==> src/rtl/rs_chien_search.sv <==
// Chien search for sigma(x) = 1 + s1 x + s2 x^2 + s3 x^3 over GF(2^8), poly 0x11D.
// Define CHIEN_EARLY_STOP_EN to end the sweep once err_cnt reaches the polynomial degree.
module rs_chien_search #(
    parameter int N = 255
) (
    input  logic       clk,
    input  logic       rst,
    input  logic       start,
    input  logic [7:0] s1,
    input  logic [7:0] s2,
    input  logic [7:0] s3,
    output logic       busy,
    output logic       loc_valid,
    output logic [7:0] loc,
    output logic [1:0] err_cnt,
    output logic       done,
    output logic       fail
);
    typedef enum logic [1:0] {IDLE = 2'd0, SEARCH = 2'd1, FINISH = 2'd2} state_t;

    localparam logic [8:0] N_LIM = 9'(N);

    function automatic logic [7:0] mul_a1(input logic [7:0] x);
        return {x[6:0], 1'b0} ^ (x[7] ? 8'h1D : 8'h00);
    endfunction

    function automatic logic [7:0] mul_a2(input logic [7:0] x);
        return mul_a1(mul_a1(x));
    endfunction

    function automatic logic [7:0] mul_a3(input logic [7:0] x);
        return mul_a1(mul_a2(x));
    endfunction

    state_t     state_r;
    logic [7:0] t1_r, t2_r, t3_r, idx_r;
    logic [1:0] deg_r;
    logic       busy_r, loc_valid_r, done_r, fail_r;
    logic [7:0] loc_r;
    logic [1:0] err_cnt_r;

    logic [1:0] deg_s;
    logic [7:0] eval_s;
    logic       root_s;
    logic [7:0] root_loc_s;

    // Degree of the incoming polynomial and evaluation of the current index.
    always_comb begin
        if (s3 != 8'h00) begin
            deg_s = 2'd3;
        end else if (s2 != 8'h00) begin
            deg_s = 2'd2;
        end else if (s1 != 8'h00) begin
            deg_s = 2'd1;
        end else begin
            deg_s = 2'd0;
        end
        eval_s     = 8'h01 ^ t1_r ^ t2_r ^ t3_r;
        root_s     = (state_r == SEARCH) && (eval_s == 8'h00);
        root_loc_s = (idx_r == 8'd0) ? 8'd0 : (8'd255 - idx_r);
    end

    // Search FSM with registered outputs.
    always_ff @(posedge clk or posedge rst) begin
        if (rst) begin
            state_r     <= IDLE;
            t1_r        <= 8'h00;
            t2_r        <= 8'h00;
            t3_r        <= 8'h00;
            idx_r       <= 8'd0;
            deg_r       <= 2'd0;
            busy_r      <= 1'b0;
            loc_valid_r <= 1'b0;
            loc_r       <= 8'd0;
            err_cnt_r   <= 2'd0;
            done_r      <= 1'b0;
            fail_r      <= 1'b0;
        end else begin
            loc_valid_r <= 1'b0;
            done_r      <= 1'b0;
            case (state_r)
                IDLE: begin
                    if (start) begin
                        t1_r      <= s1;
                        t2_r      <= s2;
                        t3_r      <= s3;
                        idx_r     <= 8'd0;
                        deg_r     <= deg_s;
                        err_cnt_r <= 2'd0;
                        fail_r    <= 1'b0;
                        busy_r    <= 1'b1;
                        state_r   <= (deg_s == 2'd0) ? FINISH : SEARCH;
                    end
                end
                SEARCH: begin
                    t1_r  <= mul_a1(t1_r);
                    t2_r  <= mul_a2(t2_r);
                    t3_r  <= mul_a3(t3_r);
                    idx_r <= idx_r + 8'd1;
                    if (root_s) begin
                        loc_valid_r <= 1'b1;
                        loc_r       <= root_loc_s;
                        // A fourth root cannot exist for a true degree-3 locator.
                        if (({1'b0, root_loc_s} >= N_LIM) || (err_cnt_r == 2'd3)) begin
                            fail_r <= 1'b1;
                        end
                        if (err_cnt_r != 2'd3) begin
                            err_cnt_r <= err_cnt_r + 2'd1;
                        end
                    end
                    if (idx_r == 8'd254) begin
                        state_r <= FINISH;
`ifdef CHIEN_EARLY_STOP_EN
                    end else if (root_s && (err_cnt_r != 2'd3) && ((err_cnt_r + 2'd1) == deg_r)) begin
                        state_r <= FINISH;
`endif
                    end else begin
                        state_r <= SEARCH;
                    end
                end
                FINISH: begin
                    done_r  <= 1'b1;
                    busy_r  <= 1'b0;
                    if (err_cnt_r != deg_r) begin
                        fail_r <= 1'b1;
                    end
                    state_r <= IDLE;
                end
                default: begin
                    state_r <= IDLE;
                    busy_r  <= 1'b0;
                end
            endcase
        end
    end

    assign busy      = busy_r;
    assign loc_valid = loc_valid_r;
    assign loc       = loc_r;
    assign err_cnt   = err_cnt_r;
    assign done      = done_r;
    assign fail      = fail_r;
endmodule

==> config.mk <==
export PLATFORM = sky130hd
export DESIGN_NAME = rs_chien_search
export DESIGN_NICKNAME = d
export VERILOG_FILES = /design/src/rtl/rs_chien_search.sv
export SDC_FILE = /design/constraint.sdc
export NUM_CORES = 1
export LEC_CHECK = 0
export CORE_ASPECT_RATIO = 1.75
export CORE_UTILIZATION = 50
export CTS_BUF_LIST = sky130_fd_sc_hd__clkbuf_4 sky130_fd_sc_hd__clkbuf_8 sky130_fd_sc_hd__clkbuf_16
export DETAILED_ROUTE_END_ITERATION = 12
export PLACE_DENSITY = 0.74
export SYNTH_ARGS = -nofsm -noshare
export SYNTH_HDL_FRONTEND = slang
export SYNTH_SLANG_ARGS = --single-unit
==> constraint.sdc <==
create_clock -name clk -period 5.3 [get_ports clk]
set_clock_uncertainty 0.05 [all_clocks]
set_input_delay 1.59 -clock clk [delete_from_list [all_inputs] [get_ports clk]]
set_output_delay 1.59 -clock clk [all_outputs]
set_load 0.01 [all_outputs]
==> results of run 1 <==
## per-layer routing
layer  part of all wire  wire, µm  track usage
met5                  0         0            0
met4              0.029       180       0.0989
met3              0.026       159       0.0281
met2               0.54      3380        0.407
met1               0.40      2510        0.269
## power groups by stage
stage | clock network (µW) | logic (µW) | registers (µW)
after floorplan | 0 | 903 | 677
final | 237 | 1130 | 733
after global placement | 0 | 1100 | 736
after global routing | 255 | 1260 | 756
after CTS | 239 | 1140 | 732
after detailed placement | 0 | 1130 | 741
## registers in the layout (all words and copies together) (netlist names), 2 cells and up
name	count
state_r	2
t2_r	8
err_cnt	2
t3_r	8
deg_r	2
loc	8
t1_r	8
idx_r	8
## cells by family after synthesis
family          count (synthesis)  share of synthesized area
simple gates                   95                      0.151
compound gates                 52                     0.0988
flops                          50                      0.443
mux                            30                      0.111
xor+xnor                       29                      0.129
buf+inv                        24                     0.0323
fa+ha+maj                       8                     0.0354
## worst reg2reg max path, delay by kind of cell, from the launching register on
family,cells,cell delay [ns]
mux,1,0.62
xor+xnor,1,0.14
flops,1,0.41
simple gates,3,0.48
fa+ha+maj,1,0.17
buf+inv,2,0.46
## stage by stage
stage               worst slack (ns)  hold WS, ns  total power [µW]
floorplan                       2.46        0.420              1580
global placement                1.82        0.431              1840
detailed placement              1.75        0.428              1870
CTS                             2.08        0.455              2110
global route                    1.88        0.483              2270
finish                          2.07        0.443              2100
## area by class of cell
cell class | count | area share
multi-input combinational | 214 | 0.441
timing repair buffer | 42 | 0.124
sequential | 50 | 0.372
tap | 74 | 0.0275
clock inverter | 2 | 0.00372
inverter | 7 | 0.00781
clock buffer | 6 | 0.0246
## how the worst min path moves through the flow
stage	from	end	slack, ns	cells past startpoint
6_report	loc[1]$_DFFE_PP0P_	loc[1]$_DFFE_PP0P_	0.44	1
5_1_grt	loc[6]$_DFFE_PP0P_	loc[6]$_DFFE_PP0P_	0.48	1
4_1_cts	loc[1]$_DFFE_PP0P_	loc[1]$_DFFE_PP0P_	0.46	1
3_5_place_dp	loc[1]$_DFFE_PP0P_	loc[1]$_DFFE_PP0P_	0.43	1
3_3_place_gp	loc[1]$_DFFE_PP0P_	loc[1]$_DFFE_PP0P_	0.43	1
2_1_floorplan	deg_r[0]$_DFFE_PP0P_	deg_r[0]$_DFFE_PP0P_	0.42	2
## synthesized netlist by cell type (2+ instances only)
master    count  area share
nor2_1       44       0.058
mux2_2        9       0.036
nor3_1        3      0.0053
dfrtp_1      50        0.44
mux2i_1      20       0.071
nand2_1      26       0.035
inv_1         7      0.0093
clkbuf_1     16       0.021
nand3_1       5      0.0089
nor4_1        8       0.018
ha_1          8       0.035
xnor3_1       7       0.056
and3_1        2      0.0044
a21oi_1      24       0.043
a31oi_1       2      0.0044
o21ai_0      20       0.035
nand4_1       2      0.0044
xnor2_1      20       0.062
==> metrics.md, run 1 <==
| Metric | Value |
|---|---|
| Hold Path Class | reg -> reg |
| Crit-path cells | clkdlybuf4s50_1 -> mux2_2 -> nand4_1 -> nor2_1 -> xnor2_1 -> nor2_1 |
| Nets | 355 |
| Synthesized area | 0.00283 mm² |
| Largest net degree at the start of global routing | 51 |
| Fin area | 0.00336 mm² |
| I/O pin total | 41 |
| # placed instances | 387 |
| CP most frequent cell | nor2_1 |
| Share of cells above drive strength 1 | 0.0654 |
| Register cell area after layout | 0.00125 mm² |
| Highest clock rate | 309 MHz |
| Via count | 2100 |
| I/O Buffers | 40 |
| YS warnings | 0 |
| CTS root buf | clkbuf_8 |
| Vias in the first global route | 2162 |
| CP bufs+invs | 1 |
| Clock network power share | 0.113 |
| CTS Hold Buffers Added | 0 |
| Crit end category | flip-flop |
| CTS tree | built |
| Clock transition at path regs | 0.09 ns |
| Clk buf depth | 2 |
| CP Depth | 6 |
| WL per Instance | 15.8 µm |
| Max_slew headroom | 0.307 |
| Crit path launch type | input pin |
| Worst vdd ir | 0.324 mV |
| Final setup fails | 0 |
| CP endpoint | idx_r[7]$_DFFE_PP0P_ |
| Share of the yosys chip area belonging to registers | 0.443 |
| Worst slew pin tran | 1.04 ns |
| Reg2reg setup slack | 2.86 ns |
| Non-filler instance count after layout | 395 |
| Syn nets | 323 |
| # DRC | 0 |
| Syn Area/Cell | 9.81 µm² |
| First-pass GRT wire length | 10100 µm |
| DP Area | 0.00327 mm² |
| Combinational Power Share | 0.538 |
| Initial antenna violation count | 0 |
| Most frequent cells in the layout | 50 x dfrtp_1, 44 x nor2_1, 40 x clkdlybuf4s50_1 |
| P_leak | 0.00151 µW |
| Clk Latency, worst-skew pair | 0.31 ns |
| Yosys reg bits | 50 |
| Final Core Density | 0.630 |
| Pwr/cell area | 624 mW/mm² |
| Die height | 101 µm |
| Post-synth EDFFs | 0 |
| Synthesized instance count | 288 |
| Setup TNS | 0 ns |
| Area delta synth->final | 19.0% |
| Critical path's slowest cell | clkdlybuf4s50_1 |
| Via density | 5.32 |
| Sw Share | 0.416 |
| TritonCTS buffer count | 5 |
| Fillers | 470 |
| Chip Width | 58.8 µm |
| Drt first pass iters | 4 |
| Worst Path Arrival | 3.37 ns |
| Period utilization | 0.610 |
| Initial Util | 0.529 |
| Commonest non-fill, non-tap cell in the layout | dfrtp_1 |
| Total wire length | 6230 µm |
| Reg2reg path depth | 8 |
| Full die area | 0.00597 mm² |
| Hold Vio Cnt, Final | 0 |
| Sequential cell fraction of total power | 0.349 |
| Fin crit period | 3.23 ns |
| Slowest cell delay on critical path | 0.58 ns |
| Setup repair bufs after CTS | 0 |
| Core Area | 0.00534 mm² |
| Multi-input gate area | 0.00148 mm² |
| Max-Cap Viols | 0 |
| Netlist cell types | 33 |
| RR Startpoint | state_r[1]$_DFFE_PP0N_ |
| Global route overflow | 0 |
| Status | finished clean |
| RSZ-0062 raised after global routing | false |
| Pint | 1230 µW |
| Initial DRC count | 86 |
| Overall Global Routing Usage | 0.228 |
| ANT cells | 0 |
| DRT antenna net count | 0 |
| CP Launch Point | start |
| Routability Congestion | 0.860 |
| H-tree depth | 2 |
| Max-slew violations | 0 |
| Post-DP HPWL | 4480 µm |
| Crit-path max FO | 32 |
| NetSw | 874 µW |
| Primary FF master, synth | dfrtp_1 |
| Delay-heaviest family, CP | buffers and inverters |
| TritonCTS Sinks | 50 |
| WP data required | 5.44 ns |
| WS Path Type | in -> reg |
| Post-synth ARST share | 1.00 |
| Cts repair resizes | 0 |
| # rows | 35 |
| RR Endpoint | idx_r[7]$_DFFE_PP0P_ |
No activity file was read; power rests on OpenSTA's default activity.
==> run 2: changes to the inputs <==
Clock period 5.3 ns to 3.2 ns, I/O delays scaled along.
==> metrics.md, run 2 (synthesis gave the netlist of run 1 again) <==
| Metric | Value |
|---|---|
| TritonCTS buffer count | 5 |
| H-tree depth | 2 |
| Cts repair resizes | 0 |
| Routability Congestion | 0.824 |
| Via count | 2185 |
| Post-DP HPWL | 4900 µm |
| Slowest cell delay on critical path | 0.43 ns |
| Initial DRC count | 81 |
| WS Path Type | in -> reg |
| Crit path launch type | input pin |
| Place WS | 0.458 ns |
| Highest clock rate | 409 MHz |
| ANT cells | 0 |
| Multi-input gate area | 0.00148 mm² |
| Nets | 362 |
| Final setup fails | 0 |
| Crit-path cells | clkdlybuf4s50_1 -> nor4_1 -> nand2_1 -> nor3_1 -> a21boi_0 -> a2bb2oi_1 |
| Worst hold slack | 0.445 ns |
| TritonCTS Sinks | 50 |
| Worst slew pin tran | 0.639 ns |
| Area delta synth->final | 20.9% |
| Initial antenna violation count | 0 |
| Critical path's slowest cell | clkdlybuf4s50_1 |
| WP data required | 3.32 ns |
| RSZ-0062 raised after global routing | false |
| Via density | 5.44 |
| Drt first pass iters | 4 |
| Crit-path max FO | 3 |
| Final setup margin | 0.756 ns |
| Delay-heaviest family, CP | simple AND/OR/NAND/NOR gates |
| Pwr/cell area | 1040 mW/mm² |
| Clk Latency, worst-skew pair | 0.30 ns |
| Hold Path Class | reg -> reg |
| Largest net degree at the start of global routing | 24 |
| First-pass GRT wire length | 10600 µm |
| Setup repair bufs after CTS | 0 |
| Crit end category | flip-flop |
| Initial Util | 0.529 |
| DRT antenna net count | 0 |
| Vias in the first global route | 2257 |
| I/O pin total | 41 |
| Core Area | 0.00534 mm² |
| Share of cells above drive strength 1 | 0.0854 |
| Clock transition at path regs | 0.08 ns |
| Most frequent cells in the layout | 50 x dfrtp_1, 44 x nor2_1, 40 x clkdlybuf4s50_1 |
| CTS root buf | clkbuf_8 |
| I/O Buffers | 40 |
| Max-Cap Viols | 0 |
| CTS tree | built |
| WL per Instance | 15.9 µm |
| Chip Width | 58.8 µm |
| Register cell area after layout | 0.00125 mm² |
| # rows | 35 |
| Max-slew violations | 0 |
| Total wire length | 6390 µm |
| Full die area | 0.00597 mm² |
| Clk buf depth | 2 |
| Global route overflow | 0 |
| Hold Vio Cnt, Final | 0 |
| Worst vdd ir | 0.480 mV |
| Period utilization | 0.764 |
| CTS Hold Buffers Added | 0 |
| CP bufs+invs | 1 |
| Die height | 101 µm |
| Overall Global Routing Usage | 0.243 |
| Max_slew headroom | 0.571 |
| P_leak | 0.00155 µW |
| Commonest non-fill, non-tap cell in the layout | dfrtp_1 |
| Worst Path Arrival | 2.57 ns |
| Fillers | 438 |
| Setup TNS | 0 ns |
| Fin crit period | 2.44 ns |
| Status | finished clean |
| # DRC | 0 |
-- run 2: where the power goes --
| part | leakage, µW | switching (µW) | internal (µW) |
|---|---|---|---|
| clock network | 0.0000517 | 210 | 184 |
| registers | 0.000621 | 311 | 903 |
| logic | 0.000874 | 923 | 1010 |
-- run 2: layout make-up --
type,instances,share of cell area
Timing Repair Buffer,49,0.137
Clock buffer,7,0.0264
Tap cell,74,0.0271
Inverter,7,0.00769
Multi-Input combinational cell,214,0.434
Clock inverter,1,0.00147
Sequential cell,50,0.366
-- run 2: final timing paths --
check	endpoint	startpoint	depth (start not counted)	slack, ns
setup / recovery	state_r[0]$_DFFE_PP0N_	s3[4]	6	0.76
hold / removal	loc[1]$_DFFE_PP0P_	loc[1]$_DFFE_PP0P_	1	0.44
setup reg to reg	loc[2]$_DFFE_PP0P_	t3_r[7]$_DFFE_PP0P_	4	0.97
hold reg to reg	loc[1]$_DFFE_PP0P_	loc[1]$_DFFE_PP0P_	1	0.44
max in group asynchronous	state_r[1]$_DFFE_PP0N_	rst	3	1.59
min in group asynchronous	t1_r[5]$_DFFE_PP0P_	rst	2	0.93
-- run 2: routing by layer --
metal / track usage / up-vias / share of wire
met5: 0 / - / 0
met4: 0.128 / 0 / 0.041
met3: 0.0319 / 21 / 0.026
met2: 0.439 / 51 / 0.54
met1: 0.268 / 1048 / 0.39
li1: - / 1065 / -
-- run 2: through the flow --
| stage | instances | instance area [µm²] | utilization | power (µW) |
|---|---|---|---|---|
| after floorplan | 288 | 2830 | - | 2620 |
| after global placement | 394 | 3320 | 0.622 | 3100 |
| after detailed placement | 394 | 3320 | 0.622 | 3160 |
| after CTS | 402 | 3420 | 0.639 | 3560 |
| after global routing | 402 | 3420 | 0.639 | 3830 |
| final | 402 | 3420 | 0.639 | 3540 |
==> run 3: changes to the inputs <==
Clock period 3.2 ns to 2.25 ns, I/O delays scaled along.
==> metrics.md, run 3 (synthesis gave the netlist of run 1 again) <==
| Metric | Value |
|---|---|
| Status | finished clean |
| Initial DRC count | 88 |
| Routability Congestion | 0.829 |
| Period utilization | 0.940 |
| Highest clock rate | 473 MHz |
| Die height | 101 µm |
| Gr busiest metal | met2 |
| Sw Share | 0.409 |
| First-pass GRT wire length | 10800 µm |
| I/O Buffers | 40 |
| WS Path Type | reg -> reg |
| Vias in the first global route | 2318 |
| Drt first pass iters | 4 |
| Pint | 3020 µW |
| Crit end category | flip-flop |
| Commonest non-fill, non-tap cell in the layout | dfrtp_1 |
| Initial Util | 0.529 |
| Fin crit period | 2.11 ns |
| WP data required | 2.43 ns |
| Met2 usage | 0.451 |
| Overall Global Routing Usage | 0.242 |
| Worst Path Arrival | 2.29 ns |
| Max-Cap Viols | 0 |
| Critical path's slowest cell | or4_1 |
| TritonCTS Sinks | 50 |
| Slowest cell delay on critical path | 0.62 ns |
| Most frequent cells in the layout | 50 x dfrtp_1, 44 x nor2_1, 40 x clkdlybuf4s50_1 |
| Clock network power share | 0.105 |
| Sequential cell fraction of total power | 0.326 |
| GRT met3 Usage | 0.0294 |
| CP bufs+invs | 0 |
| H-tree depth | 2 |
| Hold Path Class | reg -> reg |
| Clock transition at path regs | 0.09 ns |
| DP Area | 0.00349 mm² |
| Fin area | 0.00358 mm² |
| Global route overflow | 0 |
| Total wire length | 6430 µm |
| Final setup fails | 0 |
| Chip Width | 58.8 µm |
| Area delta synth->final | 26.8% |
| Clk buf depth | 2 |
| P_leak | 0.00164 µW |
| Pwr/cell area | 1430 mW/mm² |
| CTS Hold Buffers Added | 0 |
| Cts repair resizes | 0 |
| Initial antenna violation count | 0 |
| Setup repair bufs after CTS | 0 |
| Max-slew violations | 0 |
| NetSw | 2090 µW |
| Final setup margin | 0.136 ns |
| Crit path launch type | flip-flop |
| Worst slew pin tran | 0.442 ns |
| Combinational Power Share | 0.569 |
| # rows | 35 |
| ANT cells | 0 |
| Place WS | -0.0956 ns |
| CTS root buf | clkbuf_8 |
| Hold Vio Cnt, Final | 0 |
| Grt met1 use | 0.274 |
| CTS tree | built |
| Nets | 380 |
| Largest net degree at the start of global routing | 28 |
| Crit-path max FO | 3 |
| TritonCTS buffer count | 5 |
| Core Area | 0.00534 mm² |
| Worst vdd ir | 0.839 mV |
| Post-DP HPWL | 4950 µm |
| Crit-path cells | xor3_1 -> nand4_1 -> or4_1 -> mux2i_1 -> o21ai_0 |
| Share of cells above drive strength 1 | 0.133 |
| I/O pin total | 41 |
| Via count | 2268 |
| DRT antenna net count | 0 |
| Full die area | 0.00597 mm² |
| # DRC | 0 |
| Via density | 5.40 |
| Clk Latency, worst-skew pair | 0.31 ns |
| RSZ-0062 raised after global routing | false |
| Max_slew headroom | 0.703 |
| Delay-heaviest family, CP | simple AND/OR/NAND/NOR gates |
| WL per Instance | 15.3 µm |
[run 3: cell count changes in the layout (fill, tap and decap cells not counted)]
cell        before  now
buf_4            9   24
buf_12           0    3
clkbuf_4         1    0
clkbuf_8         6    5
clkinv_4         0    1
clkinvlp_4       0    1
[run 3: final cells by class]
type,count,area [µm²]
inverter,7,26.3
sequential,50,1250
multi-input combinational,214,1480
timing repair buffer,67,641
tap,74,92.6
fill,447,1760
clock buffer,5,68.8
clock inverter,3,21.3
[run 3: power groups by stage]
stage          sequential (µW)  combinational [µW]  clock (µW)
6_report                  1670                2910         538
3_3_place_gp              1680                2850           0
2_1_floorplan             1590                2130           0
4_1_cts                   1670                2930         551
3_5_place_dp              1690                2920           0
5_1_grt                   1710                3230         585
[run 3: worst reg2reg max path, delay by kind of cell, from the launching register on]
kind	cells	cell delay (ns)
AO/OA/AOI/OAI	1	0.17
multiplexers	1	0.14
XOR/XNOR	1	0.41
flip-flops	1	0.44
AND/OR/NAND/NOR	2	0.83
[run 3: stage by stage]
stage	hold WS, ns	util	instances	TNS, ns	power [µW]
after floorplan	0.420	-	288	0	3720
after global placement	0.430	0.654	412	-0.158	4520
after detailed placement	0.431	0.654	412	-0.186	4610
after CTS	0.457	0.671	420	0	5150
after global routing	0.483	0.671	420	0	5520
final	0.450	0.671	420	0	5110
[run 3: worst paths after layout]
path	from	slack (ns)	cells past startpoint	endpoint
setup reg to reg	t2_r[0]$_DFFE_PP0P_	0.14	5	err_cnt[1]$_DFFE_PP0P_
min in group asynchronous	rst	0.61	2	loc_valid$_DFF_PP0_
hold / removal	loc[1]$_DFFE_PP0P_	0.45	1	loc[1]$_DFFE_PP0P_
hold reg to reg	loc[1]$_DFFE_PP0P_	0.45	1	loc[1]$_DFFE_PP0P_
setup / recovery	t2_r[0]$_DFFE_PP0P_	0.14	5	err_cnt[1]$_DFFE_PP0P_
max in group asynchronous	rst	1.10	3	loc[1]$_DFFE_PP0P_
[run 3: layer usage]
layer  up-vias  wire length, µm
li1       1102                -
met4         0              137
met1      1114             2490
met5         -                0
met3        11              173
met2        41             3620
